$ cat config.mk
export PLATFORM = sky130hd
export DESIGN_NAME = hrange_arbiter
export DESIGN_NICKNAME = d
export VERILOG_FILES = /design/src/rtl/hrange_arb_pkg.sv /design/src/rtl/rr_pick.sv /design/src/rtl/hrange_arbiter.sv
export SDC_FILE = /design/constraint.sdc
export NUM_CORES = 1
export LEC_CHECK = 0
export CORE_AREA = 2 2 217 219
export DETAILED_ROUTE_END_ITERATION = 7
export DIE_AREA = 0 0 219 221
export DONT_BUFFER_PORTS = 1
export GPL_ROUTABILITY_DRIVEN = 0
export MAX_ROUTING_LAYER = met4
export PLACE_DENSITY = 0.3
export SYNTH_ARGS = -nofsm -noshare
export SYNTH_HDL_FRONTEND = slang
export SYNTH_SLANG_ARGS = --single-unit
$ cat constraint.sdc
create_clock -name _clock -period 2.8 [get_ports _clock]
set_clock_uncertainty 0.1 [all_clocks]
set_input_delay 0.84 -clock _clock [delete_from_list [all_inputs] [get_ports _clock]]
set_output_delay 0.84 -clock _clock [all_outputs]
set_load 0.005 [all_outputs]
$ cat src/rtl/hrange_arb_pkg.sv
// Shared types and helpers for the hrange arbiter: FSM state encoding and
// index-width derivation.
package hrange_arb_pkg;

  typedef enum logic [1:0] {
    IDLE,
    LAUNCH,
    BUSY
  } state_e;

  localparam int unsigned DEFAULT_WIDTH = 32;

  // A single caller still needs a 1-bit index register.
  function automatic int unsigned idx_w(int unsigned num_req);
    return (num_req > 1) ? $clog2(num_req) : 1;
  endfunction

endpackage

$ cat src/rtl/rr_pick.sv
// Round-robin picker: lowest requesting index at or after ptr, wrapping.
module rr_pick
  import hrange_arb_pkg::*;
#(
  parameter int unsigned NUM_REQ = 4,
  parameter int unsigned IDX_W   = idx_w(NUM_REQ)
) (
  input  logic [NUM_REQ-1:0] req,
  input  logic [IDX_W-1:0]   ptr,
  output logic               any,
  output logic [IDX_W-1:0]   idx
);

  always_comb begin
    logic [IDX_W-1:0] cand;
    any  = 1'b0;
    idx  = '0;
    cand = '0;
    for (int unsigned k = 0; k < NUM_REQ; k++) begin
      cand = IDX_W'((32'(ptr) + k) % NUM_REQ);
      if (!any && req[cand]) begin
        any = 1'b1;
        idx = cand;
      end
    end
  end

endmodule

$ cat src/rtl/hrange_arbiter.sv
// Shares one hrange generator between NUM_REQ callers: latches the granted call,
// launches the generator and routes its output stream back to that caller.
module hrange_arbiter
  import hrange_arb_pkg::*;
#(
  parameter int unsigned NUM_REQ = 4,
  parameter int unsigned WIDTH   = DEFAULT_WIDTH
) (
  input  logic                     _clock,
  input  logic                     _reset,
  input  logic [NUM_REQ-1:0]       req_start,
  input  logic [NUM_REQ*WIDTH-1:0] req_base,
  input  logic [NUM_REQ*WIDTH-1:0] req_limit,
  input  logic [NUM_REQ*WIDTH-1:0] req_step,
  output logic [NUM_REQ-1:0]       req_ack,
  output logic [NUM_REQ-1:0]       req_valid,
  output logic [NUM_REQ-1:0]       req_done,
  output logic [WIDTH-1:0]         out_0,
  output logic                     callee_start,
  output logic [WIDTH-1:0]         callee_base,
  output logic [WIDTH-1:0]         callee_limit,
  output logic [WIDTH-1:0]         callee_step,
  input  logic [WIDTH-1:0]         callee_0,
  input  logic                     callee_valid,
  input  logic                     callee_ready
);

  localparam int unsigned IDX_W = idx_w(NUM_REQ);

  state_e             state_q, state_d;
  logic [IDX_W-1:0]   rr_ptr_q, rr_ptr_d;
  logic [IDX_W-1:0]   g_q, g_d;
  logic [WIDTH-1:0]   base_q, base_d, limit_q, limit_d, step_q, step_d;
  logic               start_q, start_d;
  logic [NUM_REQ-1:0] ack_q, ack_d;

  logic               pick_any;
  logic [IDX_W-1:0]   pick_idx;
  logic [NUM_REQ-1:0] g_onehot;

  logic [WIDTH-1:0] base_arr  [NUM_REQ];
  logic [WIDTH-1:0] limit_arr [NUM_REQ];
  logic [WIDTH-1:0] step_arr  [NUM_REQ];

  for (genvar i = 0; i < NUM_REQ; i++) begin : g_unpack
    assign base_arr[i]  = req_base[i*WIDTH +: WIDTH];
    assign limit_arr[i] = req_limit[i*WIDTH +: WIDTH];
    assign step_arr[i]  = req_step[i*WIDTH +: WIDTH];
  end

  rr_pick #(
    .NUM_REQ(NUM_REQ),
    .IDX_W  (IDX_W)
  ) u_rr_pick (
    .req(req_start),
    .ptr(rr_ptr_q),
    .any(pick_any),
    .idx(pick_idx)
  );

  assign g_onehot = NUM_REQ'(1) << g_q;

  always_comb begin
    state_d  = state_q;
    rr_ptr_d = rr_ptr_q;
    g_d      = g_q;
    base_d   = base_q;
    limit_d  = limit_q;
    step_d   = step_q;
    start_d  = 1'b0;
    ack_d    = '0;
    unique case (state_q)
      IDLE: begin
        if (pick_any && callee_ready) begin
          g_d     = pick_idx;
          base_d  = base_arr[pick_idx];
          limit_d = limit_arr[pick_idx];
          step_d  = step_arr[pick_idx];
          start_d = 1'b1;
          ack_d   = NUM_REQ'(1) << pick_idx;
          state_d = LAUNCH;
        end
      end
      LAUNCH: state_d = BUSY;
      BUSY: begin
        if (callee_ready) begin
          rr_ptr_d = (g_q == IDX_W'(NUM_REQ - 1)) ? '0 : g_q + 1'b1;
          state_d  = IDLE;
        end
      end
      default: state_d = IDLE;
    endcase
  end

  always_ff @(posedge _clock) begin
    if (_reset) begin
      state_q  <= IDLE;
      rr_ptr_q <= '0;
      g_q      <= '0;
      base_q   <= '0;
      limit_q  <= '0;
      step_q   <= '0;
      start_q  <= 1'b0;
      ack_q    <= '0;
    end else begin
      state_q  <= state_d;
      rr_ptr_q <= rr_ptr_d;
      g_q      <= g_d;
      base_q   <= base_d;
      limit_q  <= limit_d;
      step_q   <= step_d;
      start_q  <= start_d;
      ack_q    <= ack_d;
    end
  end

  assign callee_start = start_q;
  assign callee_base  = base_q;
  assign callee_limit = limit_q;
  assign callee_step  = step_q;
  assign req_ack      = ack_q;
  assign out_0        = callee_0;

  // Gated by reset so an aborted call never reports a word or completion.
  assign req_valid = (state_q == BUSY && callee_valid && !_reset) ? g_onehot : '0;
  assign req_done  = (state_q == BUSY && callee_ready && !_reset) ? g_onehot : '0;

endmodule

==> qor.yml, run 1 <==
status:
  status: "completed"
yosys:
  post-synth-top-count-cell: "mux2i_1"
  syn-num-nets: 1060
  synth-seq-area-share_pct: 33.4
  synth-edff-count: 0
  netlist_top_cells_count: "mux2i_1, dfxtp_1, nand2_1"
  synth_cell_type_count: 33
  synth_ff_type: "dfxtp_1"
  yosys.area.top_type: "dfxtp_1"
  synth_area_mm2: 0.00641
  synth_top_area_share_pct: 33.4
  ys_warn_count: 0
  synthCells: 632
  synth-seq-cells: 107
  ys_top_cells_by_area: "dfxtp_1, mux2i_1, o221ai_1"
  syn_avg_cell_area_um2: 10.1
  async_flop_share_pct: 0
sta:
  post-route-min-period_ns: 2.46
  hold_viol_final: 0
  finalSetupViolCount: 0
  fin_ws_ns: 0.340
  max_freq_ghz: 0.406
  fin_crit_sh_pct: 87.9
  final.setup.tns_ns: 0
  rsz0062_at_grt: "false"
  maxSlewHeadroom_pct: 66.9
  drv_slew: 0
  worst_pin_slew_ns: 0.483
placement:
  io_buffer_count: 0
  dp_hpwl_um: 18200
  dp_slack_ns: 0.0722
setup_path:
  crit_path_max_fanout: 5
  path_class: "in2out"
  crit_path_top_delay_cell: "nor4bb_1"
  cp_cell_sequence: "nor4bb_1 > buf_4 > and2_1"
  critPathMaxStageDelay_ns: 0.35
  worstSetupStartpointType: "primary input"
  cp_data_arrival_time_ns: 1.52
  critical_path.endpoint_type: "output pin"
  cpLargestDelayFamily: "simple AND/OR/NAND/NOR gates"
  critPathRequiredTime_ns: 1.86
  critPathBufInv: 1
route:
  ant_nets: 0
  wl_um: 22800
  drc: 0
  vias_per_cell: 4.06
  vias: 4865
  first_pass_iters: 4
  routedWlPerCell_um: 19.0
  drtIter0Drc: 139
global_route:
  grt_usage_pct: 9.26
  grt_antenna_before_repair: 6
  grt_pass1_vias: 4880
  grt_pass1_wl_um: 31700
  grt_max_degree: 52
  overflow: 0
floorplanning:
  initial_core_util_pct: 13.9
  fp-row-count: 79
  boundaryPins: 565
  fp.dieW_um: 219
  die-area_mm2: 0.0484
  core_mm2: 0.0461
  die_h_um: 221
finish:
  drive_gt1_share_pct: 11.0
  area_delta_synth_final_pct: 12.2
  nets: 1007
  fillers: 5188
  post-route-util_pct: 15.6
clock_tree:
  clock_latency_ns: 0.38
  ctsLongestPathBuffers: 2
  numCtsBuffers: 9
  postCtsHoldBufs: 0
  cts_setup_buffers: 0
  cts_resized: 0
  clkTransAtPathRegs_ns: 0.07
  cts.root.buffer_cell: "clkbuf_16"
  cts_tree: "done"
  htreeDepth: 3
  cts_num_sinks: 107
pwr:
  finalPower_mw: 3.75
  irDropWorstVdd_mv: 0.269
  powerDensity_mw_per_mm2: 521
  power.leakage_nw: 3.16
run:
  maxCapViolations: 0
min_path:
  holdCritPathClass: "reg2reg"
area by class of cell:
class                      count  area [µm²]  area share (%)
antenna                        6        15.0           0.209
clock buffer                  10         229            3.18
clock inverter                 6        42.5           0.591
inverter                       3        11.3           0.156
multi-input combinational    436        3660            50.8
sequential                   107        2140            29.8
tap                          607         759            10.6
timing repair buffer          22         340            4.73
flip-flops by register name, summed over array words and instances, names as in the netlist:
| register | cells |
|---|---|
| callee_base | 32 |
| callee_limit | 32 |
| callee_start | 1 |
| callee_step | 32 |
| g_q | 2 |
| req_ack | 4 |
| rr_ptr_q | 2 |
| state_q | 2 |
final timing paths:
kind	from	slack (ns)	depth (start not counted)	endpoint
worst min-delay path	callee_step[22]	0.40	2	callee_step[22]
worst min register to register	callee_step[22]	0.40	2	callee_step[22]
worst max register to register	rr_ptr_q[0]	0.63	7	callee_step[15]
worst max-delay path	callee_ready	0.34	3	req_done[1]
power breakdown:
part | leakage (nW) | switching, mW | internal, mW
clock | 0.117 | 0.653 | 0.603
sequential | 0.878 | 0.129 | 1.66
combinational | 2.16 | 0.368 | 0.336
total | 3.16 | 1.15 | 2.60
metal layers:
metal	global-route usage, %	wire length, µm	up-vias
met5	-	0	-
met4	4.08	679	0
met3	4.01	2270	39
met2	16.1	11900	312
met1	8.82	7940	2268
li1	-	-	2246
placed cells by master (no fill, tap or decap), types with 6 or more instances in the layout:
| cell type | instances |
|---|---|
| and2_1 | 8 |
| buf_12 | 14 |
| buf_4 | 8 |
| clkbuf_16 | 9 |
| dfxtp_1 | 107 |
| diode_2 | 6 |
| mux2i_1 | 195 |
| nand2_1 | 97 |
| nor2_1 | 11 |
| o221ai_1 | 76 |
| o221ai_2 | 20 |
per-stage QoR:
step | hold slack, ns | instance area, µm² | std cells
floorplan | 0.355 | 6410 | 632
global placement | 0.382 | 6910 | 1175
detailed placement | 0.379 | 6910 | 1175
CTS | 0.368 | 7180 | 1191
global route | 0.378 | 7200 | 1197
finish | 0.396 | 7200 | 1197
tightest hold or removal path, delay by kind of cell, from the launching register on:
family          cells  cell delay [ns]
compound gates      1             0.06
flops               1             0.35
simple gates        1             0.06
cells by family after synthesis:
| kind of cell | Yosys count | share of synthesized area, % |
|---|---|---|
| AO/OA/AOI/OAI | 107 | 16.4 |
| adder cells (fa/ha/maj) | 4 | 0.781 |
| buffers and inverters | 89 | 9.91 |
| flip-flops | 107 | 33.4 |
| multiplexers | 195 | 30.4 |
| AND/OR/NAND/NOR | 130 | 9.03 |
Note: power is estimated with default switching activity, not from simulation.
==> inputs of run 2 (changes only) <==
--- a/config.mk
+++ b/config.mk
@@ -5,9 +5,9 @@
 export SDC_FILE = /design/constraint.sdc
 export NUM_CORES = 1
 export LEC_CHECK = 0
-export CORE_AREA = 2 2 217 219
+export CORE_AREA = 10 10 213 215
 export DETAILED_ROUTE_END_ITERATION = 7
-export DIE_AREA = 0 0 219 221
+export DIE_AREA = 0 0 223 225
 export DONT_BUFFER_PORTS = 1
 export GPL_ROUTABILITY_DRIVEN = 0
 export MAX_ROUTING_LAYER = met4
==> run 2 against run 1 <==
  * Global-route usage grew 1.3 points
  * First-iteration DRC count grew 37%
  * Worst setup slack lost 0.0053 ns
  * Non-clock buffer count down 4
  * Die area rose by 3.7%
  * Maximum frequency shrank 0.22%
  * Via count rose by 0.53%
  * Register-to-register slack got worse by 0.11 ns
  * Critical path depth is 1 lower
  * Critical endpoint is now req_done[3]
==> qor.yml, run 2 (synthesized netlist as in run 1, its figures left out) <==
clock_tree:
  cts_setup_buffers: 0  # unchanged
  htreeDepth: 3  # unchanged
  cts.root.buffer_cell: "clkbuf_16"
  clock_latency_ns: 0.38  # about the same
  cts_tree: "done"
  postCtsHoldBufs: 0  # unchanged
  numCtsBuffers: 9  # unchanged
  clkTransAtPathRegs_ns: 0.08  # about the same
  cts_resized: 0  # unchanged
  ctsLongestPathBuffers: 2  # unchanged
  cts_num_sinks: 107  # unchanged
route:
  ant_nets: 0  # unchanged
  routedWlPerCell_um: 24.4  # +28%
  wl_um: 27300  # +20%
  drc: 0  # unchanged
  vias_per_cell: 4.37  # +7.4%
  drtIter0Drc: 191  # +37%
  first_pass_iters: 4  # unchanged
  vias: 4891  # +0.53%
setup_path:
  worstSetupStartpointType: "primary input"
  path_class: "in2out"
  cpLargestDelayFamily: "simple AND/OR/NAND/NOR gates"
  crit_path_top_delay_cell: "nor4bb_1"
  critical_path.endpoint_type: "output pin"
  crit_path_max_fanout: 5  # unchanged
  cp_cell_sequence: "nor4bb_1 > and2_1"
  critPathMaxStageDelay_ns: 0.43  # +0.08 ns
  cp_data_arrival_time_ns: 1.53  # about the same
  critPathRequiredTime_ns: 1.86  # about the same
  critPathBufInv: 0  # -1
pwr:
  irDropWorstVdd_mv: 0.222  # -17%
  powerDensity_mw_per_mm2: 542  # +4.1%
  power.leakage_nw: 3.15  # -0.29%
  finalPower_mw: 3.82  # +1.9%
finish:
  drive_gt1_share_pct: 10.5  # -0.44 points
  final_area_mm2: 0.00704  # -2.1%
  area_delta_synth_final_pct: 9.85
  final_cell_mix: "mux2i_1, dfxtp_1, nand2_1, o221ai_1, o221ai_2"
  post-route-util_pct: 17.0  # +1.4 points
  nets: 1003  # -0.40%
  final_common_cell: "mux2i_1"
  fin_cells: 1120  # -6.4%
sta:
  final.setup.tns_ns: 0  # unchanged
  worst_pin_slew_ns: 0.462  # -0.0210 ns
  whs_ns: 0.404  # +0.00870 ns
  max_freq_ghz: 0.406  # -0.22%
  hold_viol_final: 0  # unchanged
  maxSlewHeadroom_pct: 68.8  # +1.9 points
  rsz0062_at_grt: "false"
  finalSetupViolCount: 0  # unchanged
  fin_ws_ns: 0.334  # -0.00534 ns
  post-route-min-period_ns: 2.47  # +0.00534 ns
  fin_crit_sh_pct: 88.1  # +0.19 points
  drv_slew: 0  # unchanged
floorplanning:
  fp-row-count: 75  # -5.1%
  die_h_um: 225  # +1.8%
  die-area_mm2: 0.0502  # +3.7%
  core_mm2: 0.0414  # -10%
  initial_core_util_pct: 15.5  # +1.6 points
  fp.dieW_um: 223  # +1.8%
  boundaryPins: 565  # unchanged
placement:
  dp.cells: 1103  # -6.1%
  io_buffer_count: 0  # unchanged
  dp_hpwl_um: 22200  # +22%
  dp_slack_ns: 0.00256  # -0.0696 ns
  dpl-instance-area_mm2: 0.00676  # -2.2%
run:
  maxCapViolations: 0  # unchanged
min_path:
  holdCritPathClass: "reg2reg"
global_route:
  grt_max_degree: 59  # +13%
  grt_usage_pct: 10.5  # +1.3 points
  grt_pass1_vias: 5459  # +12%
  grt_pass1_wl_um: 38600  # +22%
  grt_antenna_before_repair: 1  # -5
  overflow: 0  # unchanged
status:
  status: "completed"
## run 2: layer usage
metal / vias to the layer above / part of all wire, % / GRT usage (%)
met2: 328 / 52 / 18.1
met3: 29 / 8.0 / 3.98
met5: - / 0 / -
met1: 2301 / 37 / 10.8
met4: 0 / 2.4 / 3.97
li1: 2233 / - / -
## run 2: cell type report
type / instances / area [µm²]
Timing Repair Buffer: 18 / 273
Fill cell: 4599 / 34300
Antenna cell: 1 / 2.50
Sequential cell: 107 / 2140
Clock inverter: 6 / 45.0
Multi-Input combinational cell: 436 / 3660
Inverter: 3 / 11.3
Clock buffer: 10 / 239
Tap cell: 539 / 674
## run 2: worst paths after layout
path / start / endpoint / slack (ns) / cells past startpoint
setup / recovery: callee_ready / req_done[3] / 0.33 / 2
hold / removal: callee_base[12] / callee_base[12] / 0.40 / 2
setup reg to reg: rr_ptr_q[0] / callee_step[16] / 0.52 / 7
hold reg to reg: callee_base[12] / callee_base[12] / 0.40 / 2
## run 2: where the power goes
group	leakage, nW	switching (mW)	internal, mW
clock	0.144	0.694	0.640
combinational	2.13	0.362	0.325
sequential	0.878	0.138	1.66
total	3.15	1.19	2.62
